===== src/rtl/ram_arbiter.sv =====
// N-client arbiter for one single-port RAM: fixed-priority or round-robin, optional burst lock (RAM_ARBITER_LOCK_EN).
// Latency: request seen at edge e -> gnt/RAM controls registered after e; rdata_valid READ_LATENCY cycles after gnt.
// Backpressure: clients hold req until gnt; a just-granted client is masked for one edge (except a lock owner).
module ram_arbiter #(
    parameter int NUM_CLIENTS   = 4,
    parameter int DATA_WIDTH    = 8,
    parameter int ADDRESS_WIDTH = 17,
    parameter int READ_LATENCY  = 1,
    parameter int MODE          = 0
) (
    input  logic                                 clk_i,
    input  logic                                 rst_ni,
    input  logic [NUM_CLIENTS-1:0]               req_i,
    input  logic [NUM_CLIENTS-1:0]               we_i,
    input  logic [NUM_CLIENTS*ADDRESS_WIDTH-1:0] address_i,
    input  logic [NUM_CLIENTS*DATA_WIDTH-1:0]    wdata_i,
`ifdef RAM_ARBITER_LOCK_EN
    input  logic [NUM_CLIENTS-1:0]               lock_i,
`endif
    output logic [NUM_CLIENTS-1:0]               gnt_o,
    output logic [DATA_WIDTH-1:0]                rdata_o,
    output logic [NUM_CLIENTS-1:0]               rdata_valid_o,
    output logic                                 ram_CE_o,
    output logic                                 ram_WE_o,
    output logic [ADDRESS_WIDTH-1:0]             ram_address_o,
    output logic [DATA_WIDTH-1:0]                ram_data_output_o,
    input  logic [DATA_WIDTH-1:0]                ram_data_input_i
);

    localparam int IDXW = $clog2(NUM_CLIENTS);

    // Registered issue state
    logic [NUM_CLIENTS-1:0]   gnt_q, gnt_d;
    logic                     ce_q, ce_d;
    logic                     we_q, we_d;
    logic [ADDRESS_WIDTH-1:0] addr_q, addr_d;
    logic [DATA_WIDTH-1:0]    wdat_q, wdat_d;
    logic [IDXW-1:0]          idx_q, idx_d;
    logic [IDXW-1:0]          ptr_q, ptr_d;

    // Read tag pipeline: stage 0 holds the access issued in the previous cycle
    logic [READ_LATENCY-1:0]  tag_vld_q;
    logic [IDXW-1:0]          tag_idx_q [READ_LATENCY];

    logic [NUM_CLIENTS-1:0]   elig;
    logic                     win_vld;
    logic [IDXW-1:0]          win_idx;
    logic                     own_act;

`ifdef RAM_ARBITER_LOCK_EN
    logic                     own_vld_q;
    logic [IDXW-1:0]          own_idx_q;

    // An owner whose lock is still high is the only eligible client and skips the re-grant mask
    always_comb begin
        own_act = own_vld_q & lock_i[own_idx_q];
        elig    = req_i & ~gnt_q;
        if (own_act) begin
            elig          = '0;
            elig[own_idx_q] = req_i[own_idx_q];
        end
    end

    // Ownership starts on a locked grant and ends at the first edge the owner's lock is low
    always_ff @(posedge clk_i or negedge rst_ni) begin
        if (!rst_ni) begin
            own_vld_q <= 1'b0;
            own_idx_q <= '0;
        end else if (!own_act) begin
            if (win_vld && lock_i[win_idx]) begin
                own_vld_q <= 1'b1;
                own_idx_q <= win_idx;
            end else begin
                own_vld_q <= 1'b0;
            end
        end
    end
`else
    // Without lock support every client is masked for one edge after its grant
    always_comb begin
        own_act = 1'b0;
        elig    = req_i & ~gnt_q;
    end
`endif

    // Winner selection: lowest index, or first index at/after the round-robin pointer
    always_comb begin
        int j;
        win_vld = 1'b0;
        win_idx = '0;
        j       = 0;
        for (int k = 0; k < NUM_CLIENTS; k++) begin
            if (MODE == 0) begin
                j = k;
            end else begin
                j = int'(ptr_q) + k;
                if (j >= NUM_CLIENTS) j = j - NUM_CLIENTS;
            end
            if (!win_vld && elig[j]) begin
                win_vld = 1'b1;
                win_idx = IDXW'(j);
            end
        end
    end

    // Next issue state: payload of the winner, address/data hold when idle
    always_comb begin
        gnt_d  = '0;
        ce_d   = win_vld;
        we_d   = 1'b0;
        addr_d = addr_q;
        wdat_d = wdat_q;
        idx_d  = idx_q;
        ptr_d  = ptr_q;
        for (int i = 0; i < NUM_CLIENTS; i++) begin
            if (win_vld && win_idx == IDXW'(i)) begin
                gnt_d[i] = 1'b1;
                we_d     = we_i[i];
                addr_d   = address_i[i*ADDRESS_WIDTH +: ADDRESS_WIDTH];
                wdat_d   = wdata_i[i*DATA_WIDTH +: DATA_WIDTH];
                idx_d    = win_idx;
            end
        end
        // Pointer frozen during ownership; the grant that created ownership already moved it past the owner
        if (win_vld && !own_act) begin
            ptr_d = (win_idx == IDXW'(NUM_CLIENTS-1)) ? '0 : win_idx + 1'b1;
        end
    end

    // Issue registers
    always_ff @(posedge clk_i or negedge rst_ni) begin
        if (!rst_ni) begin
            gnt_q  <= '0;
            ce_q   <= 1'b0;
            we_q   <= 1'b0;
            addr_q <= '0;
            wdat_q <= '0;
            idx_q  <= '0;
            ptr_q  <= '0;
        end else begin
            gnt_q  <= gnt_d;
            ce_q   <= ce_d;
            we_q   <= we_d;
            addr_q <= addr_d;
            wdat_q <= wdat_d;
            idx_q  <= idx_d;
            ptr_q  <= ptr_d;
        end
    end

    // Tag shift register: reads only, so writes never raise rdata_valid
    always_ff @(posedge clk_i or negedge rst_ni) begin
        if (!rst_ni) begin
            tag_vld_q <= '0;
            for (int i = 0; i < READ_LATENCY; i++) tag_idx_q[i] <= '0;
        end else begin
            tag_vld_q[0] <= ce_q & ~we_q;
            tag_idx_q[0] <= idx_q;
            for (int i = 1; i < READ_LATENCY; i++) begin
                tag_vld_q[i] <= tag_vld_q[i-1];
                tag_idx_q[i] <= tag_idx_q[i-1];
            end
        end
    end

    // Decode the last tag stage into the per-client valid strobe
    always_comb begin
        rdata_valid_o = '0;
        if (tag_vld_q[READ_LATENCY-1]) rdata_valid_o[tag_idx_q[READ_LATENCY-1]] = 1'b1;
    end

    assign gnt_o             = gnt_q;
    assign ram_CE_o          = ce_q;
    assign ram_WE_o          = we_q;
    assign ram_address_o     = addr_q;
    assign ram_data_output_o = wdat_q;
    assign rdata_o           = ram_data_input_i;

endmodule

===== config.mk =====
export PLATFORM = sky130hd
export DESIGN_NAME = ram_arbiter
export DESIGN_NICKNAME = d
export VERILOG_FILES = /design/src/rtl/ram_arbiter.sv
export SDC_FILE = /design/constraint.sdc
export NUM_CORES = 1
export LEC_CHECK = 0
export CORE_MARGIN = 2
export CORE_UTILIZATION = 37
export CTS_CLUSTER_SIZE = 24
export DETAILED_ROUTE_END_ITERATION = 10
export PLACE_DENSITY = 0.9
export RECOVER_POWER = 25
export SLEW_MARGIN = 30
export SYNTH_ARGS = -nofsm -noshare
export SYNTH_HDL_FRONTEND = slang
export SYNTH_SLANG_ARGS = --single-unit

===== constraint.sdc =====
create_clock -name clk_i -period 2.7 [get_ports clk_i]
set_input_delay 0.81 -clock clk_i [delete_from_list [all_inputs] [get_ports clk_i]]
set_output_delay 0.81 -clock clk_i [all_outputs]
set_load 0.01 [all_outputs]

==> impl_metrics.ini, run 1 <==
[clock_network]
cts-buffers-inserted = 5
cts_setup_buffers = 0
cts.path.max_buffers = 2
root_buffer = clkbuf_8
clk_pin_slew_ns = 0.08
clk_latency_ns = 0.29
hold_buffers = 0
cts_sinks = 36
cts_tree = yes
htree_levels = 2
post_cts_resize_count = 0

[sta]
slew_violations = 0
fmax_mhz = 437.8
timing.setup.tns_ns = 0
rsz0062_at_grt = false
hold_viol_final = 0
worst_pin_slew_ns = 0.8201
setup_viol = 0
clock_skew_ns = 0.005856
slew_headroom = 0.4532
min_period_ns = 2.284
finalCritPeriodShare = 0.8460

[drt]
avgViaCountPerCell = 5.519
finalWirelength_um = 7590
postRouteAntennaNets = 0
vias = 2362
first_pass_iters = 5
detail_route.wl_per_cell_um = 17.73
drc = 0
drtIter0Drc = 96

[floorplan]
initial_utilization = 0.3840
die_h_um = 79.60
rows = 27
core_sq_um = 5507
pin_count = 161
die_w_um = 79.60
dieArea_sq_um = 6335

[run]
drv_cap = 0

[place]
place_inst = 420
gp_congestion = 0.8220
portBuffers = 144
hpwl_um = 5696

[worst_setup_path]
r2r_end = ram_data_output_o[0]
worstSetupStartpointType = register
path_max_fanout = 4
r2r_start = gnt_o[1]
crit_type = reg2out
cp.required_ns = 1.89
r2r_slack_ns = 1.01
cp-end-kind = output pin
crit_arrival_ns = 1.47
reg2reg_depth = 5

[synthesis]
synthesis.nets = 334
netlist.top_cell.by_area = dfrtp_1
ys_seq_area_frac = 0.4260
synth_area_leaders = dfrtp_1 43%, a211oi_1 8.9%, a22oi_1 8.9%
synthCells = 216
syn_area_per_cell_sq_um = 9.789
ys_ff_latch = 36
ys_warn_count = 0
synth_cell_type_count = 30
syn-cell-area_sq_um = 2115
synth_top_area_share = 0.4260

[power_and_ir_drop]
p_per_area_nw_per_um2 = 481.7
peakVddDrop_uv = 222.2
power.leakage_uw = 0.001519

[global_routing]
overflow = 0
grt_max_degree = 37
antenna_found_initial = 0
grt_pass1_wl_um = 11830
gr-usage-all-layers = 0.2422
grt_pass1_vias = 2415

[cells_and_area]
nFillCells = 461
fin_nets = 473
regArea_sq_um = 900.9
drive_gt1_frac = 0.09270
multi_input_area_sq_um = 1012
syn_to_final_growth_pct = 74.79
finalNonFillerCells = 428
n_antenna_cell = 0

[worst_hold_path]
min_path_cells = 0
hp-class = reg2reg
worstHoldStart = idx_q[1]
min_to = tag_idx_q[1]

[status]
status = finished clean
[critical path: stages, from the launching register on]
cell	delay, ns
dfrtp_1	0.40
nor3b_1	0.22
clkdlybuf4s50_1	0.57
[report_power, final]
part / internal (uW) / switching, uW / leakage, uW / total (uW)
logic: 383 / 255 / 0.00103 / 638
registers: 622 / 45.1 / 0.000433 / 667
clock network: 273 / 203 / 0.0000541 / 476
total: 1280 / 502 / 0.00152 / 1780
[per-stage QoR]
stage          hold WS, ns  total power [uW]  setup WS, ns  area [sq um]    util
6_report            0.3963              1781        0.4159          3696  0.6712
5_1_grt             0.4147              1878        0.3285          3696  0.6712
4_1_cts             0.3969              1793        0.4076          3696  0.6712
3_5_place_dp        0.3790              1316        0.1823          3585  0.6510
3_3_place_gp        0.3659              1297        0.2867          3585  0.6510
2_1_floorplan       0.3488             932.7        0.7502          2115       -
[cells in the final DEF (no fill, tap or decap), types with 2 or more instances in the layout]
| master | synthesis | layout |
|---|---|---|
| a211oi_1 | 25 | 25 |
| a22oi_1 | 25 | 25 |
| and3_1 | 26 | 26 |
| buf_4 | 11 | 14 |
| clkbuf_8 | 0 | 5 |
| clkdlybuf4s50_1 | 0 | 143 |
| dfrtp_1 | 36 | 36 |
| inv_1 | 2 | 2 |
| nand2_1 | 3 | 3 |
| nor2_1 | 27 | 27 |
| nor2b_1 | 3 | 3 |
| nor3_1 | 2 | 2 |
| o31ai_1 | 25 | 25 |
[worst max path at each step]
stage / end / start / depth (start not counted)
final: rdata_valid_o[0] / tag_idx_q[0] / 2
after detailed placement: ram_data_output_o[0] / req_i[3] / 6
after CTS: rdata_valid_o[0] / tag_idx_q[0] / 2
after floorplan: ram_data_output_o[2] / req_i[3] / 5
after global placement: ram_address_o[6] / req_i[1] / 6
after global routing: rdata_valid_o[0] / tag_idx_q[0] / 2
[layer usage]
layer	vias to the layer above	GRT usage	routed length, um
met5	-	0	0
met4	0	0.09828	195
li1	1094	-	-
met3	17	0.03507	529
met1	1138	0.2625	2829
met2	113	0.4647	4035
[sequential cells by signal, summed over array words and instances (netlist names)]
| register | count |
|---|---|
| gnt_o | 4 |
| idx_q | 2 |
| ram_CE_o | 1 |
| ram_WE_o | 1 |
| ram_address_o | 17 |
| ram_data_output_o | 8 |
| tag_idx_q | 2 |
| tag_vld_q | 1 |
[cell usage after synthesis]
cell      count
a211oi_1     25
a221oi_1      1
a22oi_1      25
and2b_4       1
and3_1       26
and3b_1       1
buf_2         5
buf_4        11
buf_6         5
clkbuf_1      5
clkbuf_2      1
dfrtp_1      36
inv_1         2
inv_2         1
inv_6         1
nand2_1       3
nand2_2       1
nand2b_1      1
nand2b_2      1
nand3_4       1
nor2_1       27
nor2b_1       3
nor3_1        2
nor3_2        1
nor3b_1       1
nor4_4        1
nor4b_4       1
o21ai_0       1
o21ai_1       1
o31ai_1      25
[logic make-up (layout without fill, tap and decap cells)]
logic type | after synthesis | in the layout | synth area share
AOI/OAI and AO/OA | 78 | 78 | 0.2751
buffers and inverters | 31 | 171 | 0.09822
DFF | 36 | 36 | 0.4260
and+or+nand+nor | 71 | 71 | 0.2006
[final cells by class]
cell class | count | area share
clock buffer | 5 | 0.01862
sequential | 36 | 0.2437
inverter | 4 | 0.005416
multi-input combinational | 149 | 0.2739
tap | 72 | 0.02437
clock inverter | 3 | 0.01151
timing repair buffer | 159 | 0.4225
Power figures use the tool's default switching activity.
==> run 2, diff against run 1 <==
--- a/config.mk
+++ b/config.mk
@@ -6,10 +6,10 @@
 export NUM_CORES = 1
 export LEC_CHECK = 0
 export CORE_MARGIN = 2
-export CORE_UTILIZATION = 37
+export CORE_UTILIZATION = 31
 export CTS_CLUSTER_SIZE = 24
 export DETAILED_ROUTE_END_ITERATION = 10
-export PLACE_DENSITY = 0.9
+export PLACE_DENSITY = 0.81
 export RECOVER_POWER = 25
 export SLEW_MARGIN = 30
 export SYNTH_ARGS = -nofsm -noshare
==> constraint.sdc (replaced) <==
create_clock -name clk_i -period 1.8 [get_ports clk_i]
set_input_delay 0.54 -clock clk_i [delete_from_list [all_inputs] [get_ports clk_i]]
set_output_delay 0.54 -clock clk_i [all_outputs]
set_load 0.01 [all_outputs]
==> impl_metrics.ini, run 2 (same netlist as run 1, synthesis figures left out) <==
[status]
status = finished clean

[drt]
postRouteAntennaNets = 0
vias = 2402
drtIter0Drc = 132
first_pass_iters = 5
detail_route.wl_per_cell_um = 17.58
avgViaCountPerCell = 5.326
drc = 0
finalWirelength_um = 7927

[clock_network]
clk_pin_slew_ns = 0.08
htree_levels = 2
hold_buffers = 0
cts_tree = yes
cts_sinks = 36
cts-buffers-inserted = 5
clk_latency_ns = 0.29
cts.path.max_buffers = 2
root_buffer = clkbuf_8

[global_routing]
grt_pass1_wl_um = 11740
gr-usage-all-layers = 0.2020
overflow = 0
grt_max_degree = 27
antenna_found_initial = 0
grt_pass1_vias = 2421

[worst_setup_path]
crit_arrival_ns = 1.22
cp-end-kind = output pin
max_stage_delay_ns = 0.57
cp.required_ns = 1.26
cp_slowest_cell = clkdlybuf4s50_1
crit_family = buffers and inverters
crit_type = reg2out
worstSetupStartpointType = register
worstPathCellList = clkdlybuf4s50_1
path_buf_inv = 1
path_max_fanout = 3

[place]
hpwl_um = 5805
portBuffers = 144
gp_congestion = 0.8668
place_ws_ns = -0.3987

[cells_and_area]
layout_commonest_cell = clkdlybuf4s50_1
final_util = 0.5936
n_antenna_cell = 0
final_cell_mix = 132 x clkdlybuf4s50_1, 36 x dfrtp_1, 27 x nor2_1, 26 x and3_1, 23 x o31ai_1
drive_gt1_frac = 0.1644
syn_to_final_growth_pct = 87.57
largest_reg_flops = 17
fin_nets = 488

[floorplan]
initial_utilization = 0.3165
pin_count = 161
dieArea_sq_um = 7498
die_h_um = 86.59
rows = 30
die_w_um = 86.59
core_sq_um = 6681

[sta]
postLayoutSetupSlackWorst_ns = 0.03988
slew_headroom = 0.3545
worst_pin_slew_ns = 0.9683
setup_viol = 0
fmax_mhz = 568.1
rsz0062_at_grt = false
finalCritPeriodShare = 0.9778
min_period_ns = 1.760
slew_violations = 0
clock_skew_ns = 0.007733
hold_viol_final = 0

[power_and_ir_drop]
p_per_area_nw_per_um2 = 691.8
power.leakage_uw = 0.001713
peakVddDrop_uv = 518.1

[worst_hold_path]
hp-class = in2async

[run]
drv_cap = 0
run 2: where the power goes:
| part | switching, uW | internal, uW | leakage, uW |
|---|---|---|---|
| sequential | 80.9 | 933 | 0.000433 |
| combinational | 407 | 627 | 0.00122 |
| clock | 285 | 411 | 0.0000552 |
run 2: final cells by class:
cell class              instances  area, sq um
fillers                       575         2715
flip-flops and latches         36        900.9
inverters                       4        20.02
well taps                      80        100.1
clock buffers                   6        72.57
multi-input cells             149         1097
clock inverters                 2        35.03
repair buffers                174         1740
run 2: worst paths after layout:
kind / from / to / slack (ns) / cells past startpoint
worst max-delay path: gnt_o[1] / gnt_o[1] / 0.04 / 1
worst min-delay path: rst_ni / ram_address_o[4] / 0.38 / 1
worst max register to register: gnt_o[1] / ram_address_o[8] / 0.25 / 6
worst min register to register: idx_q[0] / tag_idx_q[0] / 0.38 / 0
max in group asynchronous: rst_ni / idx_q[1] / 0.38 / 2
min in group clk_i: idx_q[0] / tag_idx_q[0] / 0.38 / 0
run 2: layer usage:
metal / global-route usage / up-vias / routed length, um
met5: 0 / - / 0
met4: 0.06392 / 0 / 107
met3: 0.03619 / 9 / 523
met2: 0.3671 / 124 / 4247
met1: 0.2406 / 1149 / 3048
li1: - / 1120 / -
run 2: metrics by stage:
step           power (uW)  hold WS [ns]  std cells  area [sq um]  TNS, ns
3_5_place_dp         2022        0.3681        438          3720   -9.575
5_1_grt              2884        0.4082        451          3966        0
6_report             2744        0.3802        451          3966        0
4_1_cts              2728        0.1822        448          3867        0
3_3_place_gp         1997        0.3717        438          3720   -7.423
2_1_floorplan        1399        0.2444        216          2115        0
run 2: repair_timing:
action                     4_1_cts  5_1_grt
pin swaps                        1        2
gates cloned                     1        1
setup buffers                    2        2
setup endpoints to repair       29       23
resized for setup               15       24
==> run 3, diff against run 2 <==
--- a/config.mk
+++ b/config.mk
@@ -11,6 +11,7 @@
 export DETAILED_ROUTE_END_ITERATION = 10
 export PLACE_DENSITY = 0.81
 export RECOVER_POWER = 25
+export SKIP_LAST_GASP = 1
 export SLEW_MARGIN = 30
 export SYNTH_ARGS = -nofsm -noshare
 export SYNTH_HDL_FRONTEND = slang
==> impl_metrics.ini, run 3 (same netlist as run 1, synthesis figures left out) <==
[status]
status = finished clean

[drt]
avgViaCountPerCell = 5.262
drc = 0
vias = 2373
drtIter0Drc = 155
first_pass_iters = 5
postRouteAntennaNets = 0
detail_route.wl_per_cell_um = 17.30
finalWirelength_um = 7801

[worst_setup_path]
path_buf_inv = 1
r2r_slack_ns = 0.24
r2r_start = gnt_o[1]
crit_type = reg2out
cp.required_ns = 1.26
cp-end-kind = output pin
path_max_fanout = 2
crit_arrival_ns = 1.23
worstPathCellList = clkdlybuf4s50_1
max_stage_delay_ns = 0.55
reg2reg_depth = 5
cp_slowest_cell = clkdlybuf4s50_1
r2r_end = ram_data_output_o[1]
crit_family = buffers and inverters
worstSetupStartpointType = register

[global_routing]
gr-usage-all-layers = 0.2020
met3_usage = 0.03619
met2_usage = 0.3671
overflow = 0
antenna_found_initial = 0
grt_max_degree = 27
grt_pass1_wl_um = 11740
grt_pass1_vias = 2421
top_usage_layer = met2
grtUsageMet1 = 0.2406

[place]
hpwl_um = 5805
place_ws_ns = -0.3987
portBuffers = 144
gp_congestion = 0.8668

[clock_network]
htree_levels = 2
cts.path.max_buffers = 2
root_buffer = clkbuf_8
cts_sinks = 36
cts-buffers-inserted = 5
clk_latency_ns = 0.29
clk_pin_slew_ns = 0.08
cts_tree = yes

[floorplan]
pin_count = 161
initial_utilization = 0.3165
core_sq_um = 6681
dieArea_sq_um = 7498
rows = 30
die_w_um = 86.59
die_h_um = 86.59

[cells_and_area]
layout_commonest_cell = clkdlybuf4s50_1
final_cell_mix = 134 x clkdlybuf4s50_1, 36 x dfrtp_1, 27 x nor2_1, 26 x and3_1, 24 x a22oi_1
largest_reg_flops = 17
drive_gt1_frac = 0.1429
n_antenna_cell = 0
syn_to_final_growth_pct = 85.27
fin_nets = 488

[run]
drv_cap = 0

[worst_hold_path]
hp-class = in2async

[sta]
hold_viol_final = 0
rsz0062_at_grt = true
timing.setup.tns_ns = 0
clock_skew_ns = 0.008212
slew_violations = 0
setup_viol = 0
min_period_ns = 1.771
fmax_mhz = 564.7
slew_headroom = 0.3573
postLayoutSetupSlackWorst_ns = 0.02899
worst_pin_slew_ns = 0.9640
finalCritPeriodShare = 0.9839

[power_and_ir_drop]
power.leakage_uw = 0.001692
power_uw = 2726
p_per_area_nw_per_um2 = 695.9
peakVddDrop_uv = 520.0
run 3: worst max path at each step:
stage                         from              endpoint  slack, ns  depth (start not counted)
after floorplan           req_i[3]  ram_data_output_o[2]       0.12                          5
after global placement    req_i[1]      ram_address_o[2]      -0.28                          6
after detailed placement  req_i[2]     ram_address_o[15]      -0.40                          8
after CTS                 gnt_o[2]              gnt_o[2]      -0.01                          1
after global routing      gnt_o[3]              gnt_o[3]      -0.02                          1
final                     gnt_o[3]              gnt_o[3]       0.03                          1
run 3: final cells by class:
class	count	area [sq um]
Fill cell	583	2764
Timing Repair Buffer	174	1732
Multi-Input combinational cell	149	1057
Sequential cell	36	900.9
Tap cell	80	100.1
Clock buffer	6	72.57
Clock inverter	2	35.03
Inverter	4	20.02
run 3: timing repair:
item	in CTS	in global routing
buffers inserted	2	2
hold buffers	0	0
pin swaps	1	2
setup endpoints to repair	29	24
gates cloned	1	1
resized for setup	14	13
run 3: where the power goes:
group / internal, uW / switching (uW)
Sequential: 933 / 75.5
Combinational: 620 / 401
Clock: 411 / 286
Total: 1960 / 762
run 3: stage by stage:
stage	utilization	instances	area (sq um)	hold WS, ns
final	0.5863	451	3918	0.3780
after global routing	0.5863	451	3918	0.4082
after CTS	0.5790	448	3869	0.1822
after detailed placement	0.5567	438	3720	0.3681
after global placement	0.5567	438	3720	0.3717
after floorplan	-	216	2115	0.2444
run 3: metal layers:
layer  wire length [um]  share of wire
met1               3092           0.40
met2               4130           0.53
met3                480          0.062
met4                 97          0.012
met5                  0              0
